--- config.mk ---
export PLATFORM = sky130hd
export DESIGN_NAME = lsu_ctrl
export DESIGN_NICKNAME = d
export VERILOG_FILES = /design/src/rtl/lsu_ctrl.sv
export SDC_FILE = /design/constraint.sdc
export NUM_CORES = 1
export LEC_CHECK = 0
export BUFFER_PORTS_ARGS = -buffer_cell sky130_fd_sc_hd__buf_2
export CORE_MARGIN = 8
export CORE_UTILIZATION = 50
export DETAILED_ROUTE_END_ITERATION = 10
export GPL_TIMING_DRIVEN = 0
export PLACE_DENSITY = 0.78
export REMOVE_ABC_BUFFERS = 1
export SYNTH_ARGS = -nofsm -noshare
export SYNTH_HDL_FRONTEND = slang
export SYNTH_SLANG_ARGS = --single-unit
--- constraint.sdc ---
create_clock -name clk -period 2.75 [get_ports clk]
set_input_delay 0.1375 -clock clk [delete_from_list [all_inputs] [get_ports clk]]
set_output_delay 0.1375 -clock clk [all_outputs]
set_load 0.01 [all_outputs]
--- src/rtl/lsu_ctrl.sv ---
// Load/store sequencer between the execute stage and a word-addressed synchronous data memory.
// Sub-word stores are read-modify-write; sub-word loads are sign- or zero-extended.
module lsu_ctrl #(
    parameter int RD_LAT = 1
) (
    input  logic        clk,
    input  logic        rst,
    input  logic        req,
    input  logic        req_we,
    input  logic [1:0]  req_size,
    input  logic        req_unsigned,
    input  logic [31:0] req_addr,
    input  logic [31:0] req_wdata,
    output logic        ready,
    output logic        done,
    output logic        misaligned,
    output logic [31:0] rdata,
    output logic [31:0] mem_addr,
    output logic [31:0] mem_wdata,
    output logic        mem_we,
    input  logic [31:0] mem_rdata
);

    typedef enum logic [2:0] {
        S_IDLE,
        S_RD,
        S_MERGE,
        S_WR,
        S_DONE
    } state_t;

    localparam logic [1:0] RD_LAST = 2'(RD_LAT - 1);

    state_t      r_state;
    logic        r_we;
    logic        r_uns;
    logic        r_err;
    logic [1:0]  r_size;
    logic [1:0]  r_lane;
    logic [15:0] r_wdata;
    logic [1:0]  r_cnt;
    logic [31:0] r_rdata;
    logic [31:0] r_mem_addr;
    logic [31:0] r_mem_wdata;

    logic        w_mis;
    logic [7:0]  w_byte;
    logic [15:0] w_half;
    logic [31:0] w_load_ext;
    logic [31:0] w_merged;

    // Size 11 is a word access, so bit 1 alone marks a word.
    assign w_mis = ((req_size == 2'b01) && req_addr[0]) ||
                   (req_size[1] && (req_addr[1:0] != 2'b00));

    always_comb begin
        w_byte     = mem_rdata[{r_lane, 3'b000} +: 8];
        w_half     = mem_rdata[{r_lane[1], 4'b0000} +: 16];
        w_load_ext = mem_rdata;
        w_merged   = mem_rdata;
        if (r_size == 2'b00) begin
            w_load_ext = {{24{~r_uns & w_byte[7]}}, w_byte};
            w_merged[{r_lane, 3'b000} +: 8] = r_wdata[7:0];
        end else if (r_size == 2'b01) begin
            w_load_ext = {{16{~r_uns & w_half[15]}}, w_half};
            w_merged[{r_lane[1], 4'b0000} +: 16] = r_wdata;
        end
    end

    // Sequencer: the merged word is registered on the last read edge so the
    // write in MERGE does not depend on the memory holding its read output.
    always_ff @(posedge clk or negedge rst) begin
        if (!rst) begin
            r_state     <= S_IDLE;
            r_we        <= 1'b0;
            r_uns       <= 1'b0;
            r_err       <= 1'b0;
            r_size      <= 2'b00;
            r_lane      <= 2'b00;
            r_wdata     <= 16'h0;
            r_cnt       <= 2'b00;
            r_rdata     <= 32'h0;
            r_mem_addr  <= 32'h0;
            r_mem_wdata <= 32'h0;
        end else begin
            case (r_state)
                S_IDLE: begin
                    if (req) begin
                        r_we    <= req_we;
                        r_size  <= req_size;
                        r_uns   <= req_unsigned;
                        r_lane  <= req_addr[1:0];
                        r_wdata <= req_wdata[15:0];
                        r_err   <= w_mis;
                        r_cnt   <= 2'b00;
                        if (w_mis) begin
                            r_state <= S_DONE;
                        end else begin
                            r_mem_addr <= {req_addr[31:2], 2'b00};
                            if (req_we && req_size[1]) begin
                                r_mem_wdata <= req_wdata;
                                r_state     <= S_WR;
                            end else begin
                                r_state <= S_RD;
                            end
                        end
                    end
                end
                S_RD: begin
                    if (r_cnt == RD_LAST) begin
                        r_cnt <= 2'b00;
                        if (r_we) begin
                            r_mem_wdata <= w_merged;
                            r_state     <= S_MERGE;
                        end else begin
                            r_rdata <= w_load_ext;
                            r_state <= S_DONE;
                        end
                    end else begin
                        r_cnt <= r_cnt + 2'd1;
                    end
                end
                S_MERGE: r_state <= S_DONE;
                S_WR:    r_state <= S_DONE;
                S_DONE:  r_state <= S_IDLE;
                default: r_state <= S_IDLE;
            endcase
        end
    end

    assign ready      = (r_state == S_IDLE);
    assign done       = (r_state == S_DONE);
    assign misaligned = (r_state == S_DONE) && r_err;
    assign mem_we     = (r_state == S_MERGE) || (r_state == S_WR);
    assign rdata      = r_rdata;
    assign mem_addr   = r_mem_addr;
    assign mem_wdata  = r_mem_wdata;

endmodule

==> summary.md, run 1 <==
| Metric | Value |
|---|---|
| Result of the run | `complete, no violations` |
| Flip-flop and latch count after synthesis | `122` |
| Slew Limit Headroom | `40.1%` |
| Maximum level of the CTS H-tree | `4` |
| Core Footprint | `13000 µm²` |
| Nature of the critical path endpoint | `flop` |
| PortBufs | `200` |
| Antenna cell count | `0` |
| Sw Pwr | `4270 µW` |
| Die extent in x | `131 µm` |
| Die boundary height | `131 µm` |
| Global-route wire length before repair | `34800 µm` |
| Synth Warn # | `0` |
| Share of async-settable or async-resettable flops after synthesis | `100%` |
| Period minus WS final | `2.63 ns` |
| Worst slack at placement | `-0.249 ns` |
| Overall overflow remaining after global route | `0` |
| Post-synth top flop | `sky130_fd_sc_hd__dfrtp_1` |
| Via count of the first global-routing pass | `6483` |
| Distinct cells, synth | `53` |
| Max-cap violation count | `0` |
| Internal power of the cells | `6230 µW` |
| Worst voltage drop across the vdd grid | `0.798 mV` |
| Mean cell area of the mapped netlist | `10.1 µm²` |
| Initial antenna violation count | `2` |
| Area growth from synthesis to layout | `37.6%` |
| Leak Pwr | `0.00403 µW` |
| Final worst-path cycle share | `95.5%` |
| Row Count | `42` |
| Post-DP HPWL | `14900 µm` |
| CP required | `3.10 ns` |
| Total Power | `10500 µW` |
| Slew @ Worst Pin | `0.899 ns` |
| Hold Violations, Final | `0` |
| Worst clock skew | `0.00782 ns` |
| Wire length per cell after detailed routing | `20.5 µm` |
| Fraction of power consumed by sequential logic | `33.9%` |
| Max-slew violation total from the final report | `0` |
| Cell at the root of the clock tree | `sky130_fd_sc_hd__clkbuf_16` |
| Buffer levels on the longest clock path | `2` |
| Endpoints failing setup | `0` |
| Share of post-route cells with drive strength above 1 | `35.2%` |
| Iteration count of the initial detailed-routing pass | `5` |
| Largest net degree at the start of global routing | `66` |
| Global placer's final weighted congestion | `0.848` |
| CTS tree | `built` |
| Sequential share of the synthesized area | `46.6%` |
| Maximum clock frequency | `381 MHz` |
| Mapped cell area | `6560 µm²` |
| Sinks on the clock net | `122` |
| Overall via count from detail_route | `6446` |
| Via-to-Cell Ratio | `5.94` |
| Setup repair after global routing missed its margin | `false` |
| Power per standard cell area | `1160 nW/µm²` |
| Class of the most critical setup path | `reg -> reg` |
| Synthesized instance count | `649` |
| DIE AREA | `17000 µm²` |
| DRC Markers | `0` |
| Clock transition at the registers of the reported paths | `0.06 ns` |
| Number of top-level pins | `203` |
| Launching element type of the critical path | `flop` |
| Insertion delay to the later sink of the worst-skew pair | `0.43 ns` |
| Post-layout net count | `1006` |
| Routed Wire Length | `22300 µm` |
| ANT nets after route | `0` |
| Worst-path maximum fanout | `25` |
| Initial detailed-routing violation count | `716` |
| HP Class | `in -> reg` |
| Net Sw Frac | `40.7%` |
| Initial cell density of the core | `50.3%` |
| CP Data Arrival Time | `2.97 ns` |
| Combinational Power Share | `44.9%` |
| Relative contribution of the clock network to total power | `21.2%` |
| Count of flip-flops with a built-in enable after synthesis | `0` |
| TritonCTS Buffers | `17` |
| Total global-route track usage | `26.7%` |
| Final setup slack of the worst path | `0.123 ns` |
-- per-stage QoR --
stage	TNS, ns	instance area [µm²]	hold WS (ns)	util, %	instances
after floorplan	-18.98	6320	-0.158	-	601
after global placement	-100.34	7540	0.348	57.8	977
after detailed placement	-4.73	7710	0.142	59.2	983
after CTS	0	9000	0.00740	69.1	1084
after global routing	0	9020	0.0206	69.2	1085
final	0	9020	0.0249	69.2	1085
-- metal layers --
layer | vias up | wire [µm] | track usage, %
met5 | - | 18 | 0
met4 | 4 | 795 | 13.0
met3 | 59 | 2220 | 8.64
met2 | 358 | 10500 | 42.6
met1 | 3128 | 8790 | 32.1
li1 | 2897 | - | -
-- critical path: stages, from the launching register on --
cell and delay (ns):
sky130_fd_sc_hd__dfrtp_2 0.62, sky130_fd_sc_hd__inv_4 0.22, sky130_fd_sc_hd__ha_1 0.38, sky130_fd_sc_hd__or3b_4 0.43, sky130_fd_sc_hd__nor3_4 0.34, sky130_fd_sc_hd__a221o_1 0.23, sky130_fd_sc_hd__o2111ai_1 0.13, sky130_fd_sc_hd__a31oi_1 0.19
-- cell type report --
type | count | area (µm²)
clock buffer | 19 | 453
clock inverter | 13 | 145
fill | 1031 | 4010
inverter | 9 | 36.3
multi-input combinational | 470 | 3270
sequential | 122 | 3060
tap | 176 | 220
timing repair buffer | 276 | 1830
-- power by group through the flow --
stage | clock network [µW] | registers (µW) | logic [µW]
final | 2230 | 3560 | 4710
after global routing | 2350 | 3690 | 5150
after detailed placement | 0 | 3540 | 4600
after CTS | 2270 | 3520 | 4690
after global placement | 0 | 3470 | 4380
after floorplan | 0 | 3690 | 2570
-- registers in the layout, indices dropped and copies added (netlist names), 2 cells and up --
signal,cells
r_lane,2
rdata,32
r_state,3
mem_wdata,32
r_cnt,2
mem_addr,30
r_wdata,16
r_size,2
-- final timing paths --
path | start | end | slack, ns | cells past startpoint
worst max-delay path | r_lane[1]$_DFFE_PN0P_ | mem_wdata[14]$_DFFE_PN0P_ | 0.12 | 7
worst min-delay path | mem_rdata[19] | rdata[19]$_DFFE_PN0P_ | 0.02 | 3
worst max register to register | r_lane[1]$_DFFE_PN0P_ | mem_wdata[14]$_DFFE_PN0P_ | 0.12 | 7
worst min register to register | rdata[7]$_DFFE_PN0P_ | rdata[7]$_DFFE_PN0P_ | 0.48 | 2
max in group asynchronous | rst | rdata[12]$_DFFE_PN0P_ | 1.77 | 3
min in group asynchronous | rst | mem_wdata[26]$_DFFE_PN0P_ | 0.27 | 2
-- timing repair --
action	in CTS	in global routing
resized for setup	5	3
hold buffers	69	0
buffers inserted	0	1
endpoints found under the hold margin	126	0
endpoints found under the setup margin	63	38
-- cell usage after synthesis (9+ instances only) --
master                     instances  area share [%]
sky130_fd_sc_hd__a221oi_1         15             2.0
sky130_fd_sc_hd__a211oi_1         11             1.3
sky130_fd_sc_hd__o22ai_1          23             2.2
sky130_fd_sc_hd__a21oi_1          63             4.8
sky130_fd_sc_hd__mux2i_1          17             2.6
sky130_fd_sc_hd__clkbuf_1         14            0.80
sky130_fd_sc_hd__a31oi_1          17             1.6
sky130_fd_sc_hd__o21a_1            9             1.0
sky130_fd_sc_hd__dfrtp_1         122              47
sky130_fd_sc_hd__nand2b_1         14             1.3
sky130_fd_sc_hd__o21ai_0          39             3.0
sky130_fd_sc_hd__a221o_1          16             2.4
sky130_fd_sc_hd__nand2_1          55             3.1
sky130_fd_sc_hd__nor2_1           67             3.8
sky130_fd_sc_hd__or3_1             9            0.86
sky130_fd_sc_hd__mux2_2           47             8.1
sky130_fd_sc_hd__buf_2            27             2.1
-- layout by cell type (no fill, tap or decap), types with 7 or more instances in the layout --
master / count
sky130_fd_sc_hd__a221oi_1: 15
sky130_fd_sc_hd__a31oi_1: 17
sky130_fd_sc_hd__or3_1: 9
sky130_fd_sc_hd__dfrtp_1: 118
sky130_fd_sc_hd__mux4_2: 8
sky130_fd_sc_hd__o21ai_0: 39
sky130_fd_sc_hd__a22oi_1: 7
sky130_fd_sc_hd__mux2i_1: 17
sky130_fd_sc_hd__nand2b_1: 14
sky130_fd_sc_hd__nor2_1: 66
sky130_fd_sc_hd__clkbuf_16: 17
sky130_fd_sc_hd__o22ai_1: 23
sky130_fd_sc_hd__nand2_1: 54
sky130_fd_sc_hd__dlygate4sd3_1: 69
sky130_fd_sc_hd__mux2_2: 47
sky130_fd_sc_hd__buf_2: 199
sky130_fd_sc_hd__a21oi_1: 63
sky130_fd_sc_hd__o21a_1: 9
sky130_fd_sc_hd__a211oi_1: 11
sky130_fd_sc_hd__a221o_1: 16
sky130_fd_sc_hd__ha_1: 7
-- logic make-up after synthesis --
kind of cell,share of synthesized area [%]
AO/OA/AOI/OAI,21.3
AND/OR/NAND/NOR,12.8
flip-flops,46.6
multiplexers,13.8
buffers and inverters,4.24
adder cells (fa/ha/maj),1.34
other,0.0572
Note: power is estimated with default switching activity, not from simulation.
==> run 2, diff against run 1 <==
CORE_UTILIZATION = 52   (was 50)
PLACE_DENSITY = 0.81   (was 0.78)
==> run 2 against run 1 <==
Against the previous run: final area rose by 0.28%; flip-flop and latch count stayed put; power grew 0.96%; setup slack improved by 0.059 ns; sequential share of layout area fell by 0.066 points; clock skew grew 0.0024 ns; die area is 3.4% lower; register-to-register slack better by 0.06 ns; worst hold slack lost 0.0090 ns; first-iteration DRC count is 11% lower; via count shrank 0.20%; utilization increased by 3.3 points; largest cell class unchanged; largest power group unchanged.
==> summary.md, run 2 (synthesis results as in run 1) <==
| Metric | Value |
|---|---|
| Critical register-to-register path startpoint | `r_lane[0]$_DFFE_PN0P_` |
| Via-to-Cell Ratio | `5.93` |
| Worst hold path startpoint | `mem_rdata[19]` |
| Slew Limit Headroom | `34.3%` |
| Reg-to-Reg End | `mem_wdata[22]$_DFFE_PN0P_` |
| Iteration count of the initial detailed-routing pass | `5` |
| Relative contribution of the clock network to total power | `21.6%` |
| Hold Violations, Final | `0` |
| Routed Wire Length | `22500 µm` |
| Buffer levels on the longest clock path | `2` |
| Max-slew violation total from the final report | `0` |
| DIE AREA | `16500 µm²` |
| Total global-route track usage | `27.5%` |
| Cell-by-cell trace of the critical path | `inv_2, ha_1, or3b_4, nor3_4, a221o_1, o2111ai_1, a31oi_1` |
| Global-route wire length before repair | `35200 µm` |
| Net Sw Frac | `40.4%` |
| Maximum clock frequency | `389 MHz` |
| Count of buffering cells on the critical path with inverters included | `1` |
| Initial detailed-routing violation count | `640` |
| Post-layout net count | `1009` |
| Worst Hold Endpoint | `rdata[19]$_DFFE_PN0P_` |
| Combinational Power Share | `44.8%` |
| CTS tree | `built` |
| Area of placed instances | `7680 µm²` |
| Sinks on the clock net | `122` |
| Fraction of power consumed by sequential logic | `33.7%` |
| Result of the run | `complete, no violations` |
| PortBufs | `200` |
| Slowest cell on the critical path | `sky130_fd_sc_hd__dfrtp_4` |
| Launching element type of the critical path | `flop` |
| Die boundary height | `128 µm` |
| Power per standard cell area | `1170 nW/µm²` |
| Initial cell density of the core | `52.6%` |
| Most common library cell in the layout ignoring fill and taps | `sky130_fd_sc_hd__buf_2` |
| Share of post-route cells with drive strength above 1 | `35.2%` |
| Final worst-path cycle share | `93.4%` |
| Wire length per cell after detailed routing | `20.7 µm` |
| Worst reg2reg path depth | `7` |
| Worst clock skew | `0.0103 ns` |
| Antenna cell count | `0` |
| Largest net degree at the start of global routing | `73` |
| Number of top-level pins | `203` |
| Internal power of the cells | `6320 µW` |
| Endpoints failing setup | `0` |
| Overall via count from detail_route | `6433` |
| CP required | `3.09 ns` |
| Family with the most delay on the worst path | `simple AND/OR/NAND/NOR gates` |
| Maximum level of the CTS H-tree | `4` |
| Initial antenna violation count | `3` |
| Final setup slack of the worst path | `0.182 ns` |
| Hold Path Depth | `3` |
| Worst voltage drop across the vdd grid | `0.766 mV` |
| Slew @ Worst Pin | `0.982 ns` |
| Max-cap violation count | `0` |
| Insertion delay to the later sink of the worst-skew pair | `0.42 ns` |
| Post-DP HPWL | `14600 µm` |
| Cell at the root of the clock tree | `sky130_fd_sc_hd__clkbuf_16` |
| Via count of the first global-routing pass | `6468` |
| Total Power | `10600 µW` |
| HP Class | `in -> reg` |
| Delay of the slowest cell on the worst path | `0.60 ns` |
| Overall overflow remaining after global route | `0` |
| Die extent in x | `128 µm` |
| Nature of the critical path endpoint | `flop` |
| Worst slack at placement | `-0.237 ns` |
| TritonCTS Buffers | `17` |
| Clock transition at the registers of the reported paths | `0.06 ns` |
| Sw Pwr | `4280 µW` |
| CP Data Arrival Time | `2.91 ns` |
| Area growth from synthesis to layout | `37.9%` |
| Period minus WS final | `2.57 ns` |
| Leak Pwr | `0.00405 µW` |
| ANT nets after route | `0` |
| Worst hold slack after final layout | `0.0159 ns` |
| Setup repair after global routing missed its margin | `false` |
| Total Negative Setup Slacks | `0 ns` |
| DRC Markers | `0` |
| Layout Cell Area excl Fill | `9040 µm²` |
| Global placer's final weighted congestion | `0.865` |
| Core Footprint | `12500 µm²` |
| Row Count | `41` |
| Worst-path maximum fanout | `15` |
| Flop-to-flop setup slack | `0.18 ns` |
| Commonest cells after routing, fill and taps aside | `sky130_fd_sc_hd__buf_2, sky130_fd_sc_hd__dfrtp_1, sky130_fd_sc_hd__dlygate4sd3_1` |
| Class of the most critical setup path | `reg -> reg` |
-- run 2: tightest hold or removal path, cell delays in order --
cell and delay, ns:
sky130_fd_sc_hd__buf_2 0.13, sky130_fd_sc_hd__nand2_1 0.07, sky130_fd_sc_hd__a21oi_1 0.06
-- run 2: per-stage QoR --
step / util [%] / cells
floorplan: - / 601
global placement: 60.4 / 973
detailed placement: 61.6 / 978
CTS: 72.1 / 1080
global route: 72.6 / 1084
finish: 72.6 / 1084
-- run 2: metal layers --
metal / part of all wire [%] / global-route usage [%]
met1: 38 / 32.9
met2: 49 / 45.0
met3: 10 / 9.11
met4: 2.8 / 10.4
met5: 0.17 / 0
-- run 2: area by class of cell --
type / instances / area, µm²
Sequential cell: 122 / 3060
Clock buffer: 20 / 457
Fill cell: 876 / 3420
Inverter: 9 / 36.3
Timing Repair Buffer: 279 / 1860
Tap cell: 172 / 215
Multi-Input combinational cell: 470 / 3270
Clock inverter: 12 / 148
-- run 2: power by group through the flow --
stage	Sequential [µW]	Clock [µW]	Combinational, µW
2_1_floorplan	3690	0	2570
3_3_place_gp	3460	0	4370
3_5_place_dp	3520	0	4570
4_1_cts	3510	2300	4660
5_1_grt	3690	2380	5170
6_report	3570	2290	4750
-- run 2: worst max-delay path by stage --
stage | startpoint | to | slack [ns] | cells past startpoint
after global routing | r_lane[0]$_DFFE_PN0P_ | mem_wdata[22]$_DFFE_PN0P_ | 0.07 | 7
after CTS | r_lane[1]$_DFFE_PN0P_ | mem_wdata[22]$_DFFE_PN0P_ | 0.07 | 7
after global placement | r_state[0]$_DFFE_PN0P_ | mem_wdata[31]$_DFFE_PN0P_ | -1.81 | 4
after floorplan | r_state[0]$_DFFE_PN0P_ | mem_wdata[31]$_DFFE_PN0P_ | -0.62 | 4
after detailed placement | r_lane[1]$_DFFE_PN0P_ | mem_wdata[22]$_DFFE_PN0P_ | -0.24 | 7
final | r_lane[0]$_DFFE_PN0P_ | mem_wdata[22]$_DFFE_PN0P_ | 0.18 | 7
-- run 2: what timing repair did --
item                                    CTS  global route
buffers inserted                          0             4
hold buffers                             70             0
resized for setup                         5             4
endpoints found under the setup margin   74            38
endpoints found under the hold margin   120             0
